<file path="config.mk">
export PLATFORM = sky130hd
export DESIGN_NAME = pipeline_ctrl_unit
export DESIGN_NICKNAME = d
export VERILOG_FILES = /design/src/rtl/pipeline_ctrl_pkg.sv /design/src/rtl/sat_counter.sv /design/src/rtl/pipeline_ctrl_unit.sv
export SDC_FILE = /design/constraint.sdc
export NUM_CORES = 1
export LEC_CHECK = 0
export ABC_CLOCK_PERIOD_IN_PS = 3200
export BUFFER_PORTS_ARGS = -buffer_cell sky130_fd_sc_hd__buf_4
export CAP_MARGIN = 10
export CORE_MARGIN = 4
export CORE_UTILIZATION = 52
export CTS_CLUSTER_DIAMETER = 120
export DETAILED_ROUTE_END_ITERATION = 8
export PLACE_DENSITY = 0.79
export SLEW_MARGIN = 20
export SYNTH_ARGS = -nofsm -noshare
export SYNTH_HDL_FRONTEND = slang
export SYNTH_HIERARCHICAL = 1
export SYNTH_SLANG_ARGS = --single-unit
</file>
<file path="constraint.sdc">
create_clock -name clk_i -period 3.2 [get_ports clk_i]
set_clock_uncertainty 0.2 [all_clocks]
set_input_delay 0.48 -clock clk_i [delete_from_list [all_inputs] [get_ports clk_i]]
set_output_delay 0.48 -clock clk_i [all_outputs]
set_load 0.005 [all_outputs]
</file>
<file path="src/rtl/pipeline_ctrl_pkg.sv">
// pipeline_ctrl_pkg: shared types for the pipeline control unit
package pipeline_ctrl_pkg;
  typedef enum logic [1:0] {IDLE, DRAIN, FLUSH, ACK} pctrl_state_e;
endpackage

</file>
<file path="src/rtl/sat_counter.sv">
// sat_counter: up-counter with synchronous clear that holds at all-ones
module sat_counter #(
  parameter int WIDTH = 4
) (
  input  logic             clk_i,
  input  logic             rst_ni,
  input  logic             en_i,
  input  logic             clr_i,
  output logic [WIDTH-1:0] cnt_o
);
  logic [WIDTH-1:0] cnt_d, cnt_q;
  // clear has priority; increment stops once every bit is set
  always_comb cnt_d = clr_i ? '0 : (en_i && cnt_q != '1) ? cnt_q + WIDTH'(1) : cnt_q;
  // count register
  always_ff @(posedge clk_i) cnt_q <= !rst_ni ? '0 : cnt_d;
  assign cnt_o = cnt_q;
endmodule

</file>
<file path="src/rtl/pipeline_ctrl_unit.sv">
// pipeline_ctrl_unit: merges stage stall/flush requests and sequences drain-then-flush
module pipeline_ctrl_unit
  import pipeline_ctrl_pkg::*;
#(
  parameter int NUM_STAGES    = 4,
  parameter int FLUSH_CYCLES  = 1,
  parameter int DRAIN_TIMEOUT = 64,
  parameter int CNT_WIDTH     = 16
) (
  input  logic                  clk_i,
  input  logic                  rst_ni,
  input  logic [NUM_STAGES-1:0] stall_req_i,
  input  logic [NUM_STAGES-1:0] flush_req_i,
  input  logic [NUM_STAGES-1:0] stage_valid_i,
  input  logic                  drain_req_i,
  output logic [NUM_STAGES-1:0] m_ctrl_stall,
  output logic [NUM_STAGES-1:0] m_ctrl_flush,
  output logic                  in_gate_o,
  output logic                  drain_ack_o,
  output logic                  drain_timeout_o,
  output logic                  busy_o,
  output logic [CNT_WIDTH-1:0]  stall_cnt_o
);
  localparam int TW = $clog2(DRAIN_TIMEOUT + 1);
  localparam int FW = $clog2(FLUSH_CYCLES + 1);
  localparam logic [TW-1:0] DT_LAST = TW'(DRAIN_TIMEOUT - 1);
  localparam logic [FW-1:0] FL_LAST = FW'(FLUSH_CYCLES - 1);

  pctrl_state_e state_d, state_q;
  logic drain_to_d, drain_to_q;
  logic fsm_flush;
  logic [TW-1:0] drain_tmr;
  logic [FW-1:0] flush_tmr;
  logic [NUM_STAGES-1:0] stall_or, flush_or;

  // a request at stage j affects stage j and everything upstream of it
  for (genvar i = 0; i < NUM_STAGES; i++) begin : g_pfx
    assign stall_or[i] = |stall_req_i[NUM_STAGES-1:i];
    assign flush_or[i] = |flush_req_i[NUM_STAGES-1:i];
  end

  assign m_ctrl_flush = flush_or | {NUM_STAGES{fsm_flush}};
  assign m_ctrl_stall = stall_or & ~m_ctrl_flush;

  sat_counter #(.WIDTH(TW)) u_drain_tmr (
    .clk_i(clk_i), .rst_ni(rst_ni),
    .en_i(state_q == DRAIN), .clr_i(state_q != DRAIN), .cnt_o(drain_tmr)
  );

  sat_counter #(.WIDTH(FW)) u_flush_tmr (
    .clk_i(clk_i), .rst_ni(rst_ni),
    .en_i(state_q == FLUSH), .clr_i(state_q != FLUSH), .cnt_o(flush_tmr)
  );

  sat_counter #(.WIDTH(CNT_WIDTH)) u_stall_cnt (
    .clk_i(clk_i), .rst_ni(rst_ni),
    .en_i(|m_ctrl_stall), .clr_i(1'b0), .cnt_o(stall_cnt_o)
  );

  // state and sticky timeout registers
  always_ff @(posedge clk_i) begin
    state_q    <= !rst_ni ? IDLE : state_d;
    drain_to_q <= !rst_ni ? 1'b0 : drain_to_d;
  end

  // next state; an empty pipe beats the timeout so timeout only flags a real stuck drain
  always_comb begin
    state_d    = state_q;
    drain_to_d = drain_to_q;
    case (state_q)
      IDLE: if (drain_req_i) begin
        state_d    = DRAIN;
        drain_to_d = 1'b0;
      end
      DRAIN: if (stage_valid_i == '0) state_d = FLUSH;
        else if (drain_tmr == DT_LAST) begin
          state_d    = FLUSH;
          drain_to_d = 1'b1;
        end
      FLUSH: if (flush_tmr == FL_LAST) state_d = ACK;
      default: state_d = IDLE;
    endcase
  end

  // Moore outputs decoded from the current state
  always_comb begin
    in_gate_o   = state_q == IDLE;
    busy_o      = state_q != IDLE;
    fsm_flush   = state_q == FLUSH;
    drain_ack_o = state_q == ACK;
  end

  assign drain_timeout_o = drain_to_q;
endmodule
</file>
==> run_results.csv, run 1 <==
group,metric,value,unit
synth,netlist_instances,177,
synth,synth_top_area_share,34.1,%
power_and_ir_drop,p_leak,0.817,nW
routing,routed_wl,3760,um
clock_network,htree_levels,1,
run_status,status,"completed",
final_layout,fill_cells,247,
setup_path,setup.worst_path.start_class,"flip-flop",
routing,routedWlPerCell,14.9,um
synth,yosysWarnings,6,
power_and_ir_drop,ir_drop,0.000285,V
die,die_x,63.2,um
place,port_buffers,42,
setup_path,reg2reg_to,"u_stall_cnt/cnt_o[9]",
timing,drv_slew,0,
routing,final_antenna_net_count,0,
grt,grt_usage,19.7,%
synth,synth_flop_cell,"dfxtp_1",
place,dp_hpwl,2930,um
setup_path,endpoint_kind,"flip-flop",
timing,fin_crit_sh,89.1,%
final_layout,syn2layout_area_growth,23.8,%
grt,grt_pass1_wl,6560,um
setup_path,setup.worst_path.class,"reg2reg",
die,die_y,63.2,um
routing,vias,1506,
routing,drtIter0Drc,63,
worst_hold_path,worstHoldStart,"rst_ni",
setup_path,crit_path_cell_trace,"inv_1 -> ha_1 -> or3_1 -> o22ai_1 -> and4_2 -> nand3_4 -> or4_1 -> a21oi_1",
die,start_util,56.0,%
clock_network,cts-buffers-inserted,3,
synth,synth_most_common_cell,"dfxtp_1",
synth,synthTopCellsByArea,"dfxtp_1, ha_1, nor2_1, nand2_1, mux2i_1",
timing,finalHoldViolCount,0,
power_and_ir_drop,switching_share,33.2,%
clock_network,clock_sinks,27,
die,dieArea,0.00400,mm^2
synth,yosys-top-cells-count,"dfxtp_1, nor2_1, nand2_1",
routing,drc,0,
grt,antenna_found_initial,0,
synth,avgSynthCellArea,8.96,um^2
setup_path,crit_required,3.27,ns
clock_network,cts_resized,0,
timing,fin_setup_tns,0,ns
power_and_ir_drop,cellPowerDensity,396,mW/mm^2
synth,synth.ff_latch_count,27,
clock_network,clock_latency,0.33,ns
final_layout,drive_gt1_share,27.9,%
grt,overflow,0,
power_and_ir_drop,seqPwrFrac,47.4,%
die,ioPinCount,43,
synth,synth-edff-count,0,
worst_hold_path,min_path_type,"in2reg",
setup_path,crit_path_max_fanout,9,
synth,ys_async_sr_fraction,0,%
power_and_ir_drop,p_sw,0.258,mW
final_layout,stdcell_area,0.00196,mm^2
synth,yosys.area.top_type,"dfxtp_1",
timing,holdWs,0.229,ns
setup_path,arrival,2.92,ns
clock_network,clockBufferDepth,2,
place,place_ws,0.374,ns
flow_run,cap_violations,0,
setup_path,max_stage_delay,0.44,ns
clock_network,cts_setup_buffers,0,
grt,grt_max_degree,16,
final_layout,fin_cells,253,
die,rows,19,
timing,period_minus_slack,2.85,ns
clock_network,cts.clk_slew.worst_paths,0.16,ns
place,dp.cells,249,
setup_path,crit_slowest_cell,"dfxtp_1",
routing,dr.pass1.iters,5,
setup_path,r2r_setup_slack,0.35,ns
setup_path,reg2reg_depth,8,
clock_network,cts_tree,"yes",
synth,synth.distinct_cells,53,
grt,grt_pass1_vias,1542,
timing,fmax,351,MHz
timing,final-setup-viol-count,0,
die,coreArea,0.00283,mm^2
timing,timing.final.ws_setup,0.349,ns
final_layout,fin_nets,245,
routing,routed_via_density,5.95,
place,dpl_cell_area,0.00193,mm^2
synth,syn_area,0.00159,mm^2
synth,seq_area_frac_synth,34.1,%
worst_hold_path,worst_hold_path.num_cells,2,
worst_hold_path,whs_endpoint,"drain_timeout_o",
final_layout,antenna_cells,0,
clock_network,cts_hold_buf,0,
clock_network,cts_root_buf,"clkbuf_4",
power_and_ir_drop,p_int,0.519,mW
power_and_ir_drop,combPwrFrac,32.7,%
timing,rsz0062_at_grt,"no",
setup_path,regToRegStartpoint,"state_q[0]",
place,place.gp.congestion,0.903,
power_and_ir_drop,power_frac_clock,19.8,%
[registers in the layout (all words and copies together), names as in the netlist]
register           cells
u_stall_cnt/cnt_o     16
drain_timeout_o        1
u_drain_tmr/cnt_o      7
u_flush_tmr/cnt_o      1
state_q                2
[area by class of cell]
cell class | count | area, um^2 | area share (%)
multi-input cells | 138 | 998 | 50.9
well taps | 31 | 38.8 | 1.98
flip-flops and latches | 27 | 541 | 27.6
repair buffers | 42 | 315 | 16.1
clock inverters | 1 | 5.00 | 0.255
inverters | 11 | 41.3 | 2.10
clock buffers | 3 | 22.5 | 1.15
[worst max-delay path: cells and delay by family, from the launching register on]
| family | cells | cell delay, ns |
|---|---|---|
| buffers and inverters | 1 | 0.09 |
| AOI/OAI and AO/OA | 2 | 0.50 |
| DFF | 1 | 0.44 |
| and+or+nand+nor | 4 | 1.31 |
| adders and majority gates | 1 | 0.25 |
[per-layer routing]
metal	global-route usage [%]	share of wire, %	routed length, um	up-vias
li1	-	-	-	757
met1	21.4	41	1540	710
met2	39.4	54	2030	37
met3	2.84	4.5	168	2
met4	4.58	0.53	20	0
met5	0	0	0	-
[power groups by stage]
| stage | logic, mW | registers [mW] | clock network, mW |
|---|---|---|---|
| after floorplan | 0.161 | 0.372 | 0 |
| after global placement | 0.244 | 0.373 | 0 |
| after detailed placement | 0.252 | 0.376 | 0 |
| after CTS | 0.255 | 0.369 | 0.157 |
| after global routing | 0.284 | 0.371 | 0.174 |
| final | 0.254 | 0.369 | 0.154 |
[placed cells by master, fill, tap and decap left out, drive strengths merged, types with 2 or more instances in the layout]
cell	netlist	layout
buf	1	42
dfxtp	27	27
nor2	18	18
nand2	14	14
inv	11	11
a21oi	9	9
ha	7	7
nand3	6	6
nand4	6	6
nand2b	5	5
o21ai	5	5
mux2i	5	5
o41ai	5	5
nor4	4	4
and2	4	4
or3	4	4
a211oi	4	4
and4	4	4
o311ai	4	4
o31ai	3	3
a41oi	3	3
clkbuf	1	3
xor2	3	3
or2	2	2
nor2b	2	2
and3	2	2
conb	1	2
or4	2	2
nor3b	2	2
nor3	2	2
[kinds of logic (layout without fill, tap and decap cells)]
kind of cell    after synthesis  count (layout)  share of synthesized area [%]
simple gates                 78              78                           30.4
xor+xnor                      4               4                           2.21
mux                           5               5                           3.16
buf+inv                      13              57                           3.16
other cells                   1               2                          0.237
fa+ha+maj                     7               7                           5.52
flops                        27              27                           34.1
compound gates               42              42                           21.2
[how the worst max path moves through the flow]
stage	end	cells past startpoint	from	slack (ns)
6_report	u_stall_cnt/cnt_o[9]	8	state_q[0]	0.35
5_1_grt	u_stall_cnt/cnt_o[9]	8	state_q[0]	0.14
4_1_cts	u_stall_cnt/cnt_o[9]	8	state_q[0]	0.33
3_5_place_dp	u_stall_cnt/cnt_o[13]	8	state_q[0]	0.37
3_3_place_gp	u_stall_cnt/cnt_o[9]	8	state_q[0]	0.52
2_1_floorplan	u_stall_cnt/cnt_o[13]	9	state_q[0]	0.58
[stage by stage]
step | total power [mW] | util [%]
after floorplan | 0.532 | -
after global placement | 0.617 | 68.4
after detailed placement | 0.629 | 68.4
after CTS | 0.781 | 69.3
after global routing | 0.829 | 69.3
final | 0.777 | 69.3
No activity file was read; power rests on OpenSTA's default activity.
==> run 2: changes to the inputs <==
CORE_MARGIN = 2   (was 4)
SLEW_MARGIN = unset   (was 20)
==> run_results.csv, run 2 (synthesis gave the netlist of run 1 again) <==
group,metric,value,unit
run_status,status,"completed",
setup_path,setup.worst_path.class,"reg2reg",
timing,worst_pin_slew,0.509,ns
power_and_ir_drop,cellPowerDensity,396,mW/mm^2
clock_network,cts-buffers-inserted,3,
final_layout,stdcell_area,0.00197,mm^2
setup_path,endpoint_kind,"flip-flop",
timing,fin_setup_tns,0,ns
setup_path,setup.worst_path.start_class,"flip-flop",
routing,routed_via_density,5.96,
grt,antenna_found_initial,0,
routing,dr.pass1.iters,4,
power_and_ir_drop,finalPower,0.778,mW
final_layout,fin_cells,255,
timing,finalHoldViolCount,0,
setup_path,crit_required,3.27,ns
clock_network,cts.clk_slew.worst_paths,0.15,ns
power_and_ir_drop,ir_drop,0.000284,V
timing,period_minus_slack,2.88,ns
clock_network,cts_resized,0,
final_layout,syn2layout_area_growth,24.1,%
grt,met3_usage,3.49,%
timing,final-setup-viol-count,0,
die,start_util,53.2,%
routing,drc,0,
timing,drv_slew,0,
timing,relSlewSlack,65.9,%
final_layout,drive_gt1_share,27.9,%
final_layout,final_common_cell,"buf_4",
place,place.gp.congestion,0.833,
final_layout,largest_register_ffs,16,
place,dp_hpwl,2850,um
clock_network,clockBufferDepth,2,
grt,top_usage_layer,"met2",
clock_network,htree_levels,1,
routing,drtIter0Drc,56,
final_layout,antenna_cells,0,
clock_network,cts_root_buf,"clkbuf_4",
grt,grt_pass1_vias,1456,
timing,rsz0062_at_grt,"no",
power_and_ir_drop,p_leak,0.813,nW
grt,overflow,0,
place,dp.cells,251,
final_layout,layout_common_cells,"buf_4, dfxtp_1, nor2_1",
setup_path,crit_path_max_fanout,9,
worst_hold_path,min_path_type,"in2reg",
clock_network,cts_tree,"yes",
die,ioPinCount,43,
grt,grt_max_degree,17,
routing,routed_wl,3690,um
clock_network,clock_sinks,27,
clock_network,cts_setup_buffers,0,
routing,routedWlPerCell,14.5,um
die,die_x,59.2,um
timing,fin_crit_sh,89.9,%
die,rows,20,
flow_run,cap_violations,0,
final_layout,fin_nets,245,
timing,fmax,348,MHz
clock_network,clock_latency,0.33,ns
grt,met2_usage,41.8,%
grt,grt_usage,22.2,%
die,coreArea,0.00298,mm^2
setup_path,arrival,2.95,ns
grt,grt_pass1_wl,6180,um
die,dieArea,0.00351,mm^2
routing,final_antenna_net_count,0,
place,port_buffers,42,
clock_network,cts_hold_buf,0,
grt,use_met1,24.8,%
die,die_y,59.2,um
routing,vias,1519,
place,dpl_cell_area,0.00194,mm^2
-- run 2: area by class of cell --
cell class / instances / area [um^2]
fillers: 245 / 1010
multi-input cells: 138 / 998
flip-flops and latches: 27 / 541
repair buffers: 42 / 315
inverters: 11 / 41.3
well taps: 33 / 41.3
clock buffers: 3 / 22.5
clock inverters: 1 / 7.51
-- run 2: through the flow --
step           util (%)  hold slack, ns  setup WS [ns]
2_1_floorplan         -           0.274          0.583
3_3_place_gp       65.0           0.293          0.518
3_5_place_dp       65.0           0.313          0.365
4_1_cts            66.1           0.230          0.326
5_1_grt            66.1           0.237          0.153
6_report           66.1           0.236          0.324
-- run 2: routing by layer --
layer	wire length, um	up-vias
li1	-	756
met1	1520	710
met2	1980	45
met3	146	8
met4	42	0
met5	0	-
-- run 2: critical path: stages (launching register included) --
cell     delay, ns
dfxtp_1       0.44
inv_1         0.10
ha_1          0.26
or3_1         0.39
o22ai_1       0.34
and4_2        0.37
nand3_4       0.14
or4_1         0.44
a21oi_1       0.15
-- run 2: power by group --
part           internal [mW]  leakage (nW)  switching, mW
Sequential             0.350         0.218         0.0181
Combinational          0.121         0.581          0.133
Clock                 0.0478        0.0139          0.108
Total                  0.520         0.813          0.258
-- run 2: final timing paths --
path / from / endpoint / slack [ns] / depth (start not counted)
max: state_q[0] / u_stall_cnt/cnt_o[9] / 0.32 / 8
min: rst_ni / drain_timeout_o / 0.24 / 2
max reg2reg: state_q[0] / u_stall_cnt/cnt_o[9] / 0.32 / 8
min reg2reg: u_drain_tmr/cnt_o[0] / u_drain_tmr/cnt_o[0] / 0.33 / 2
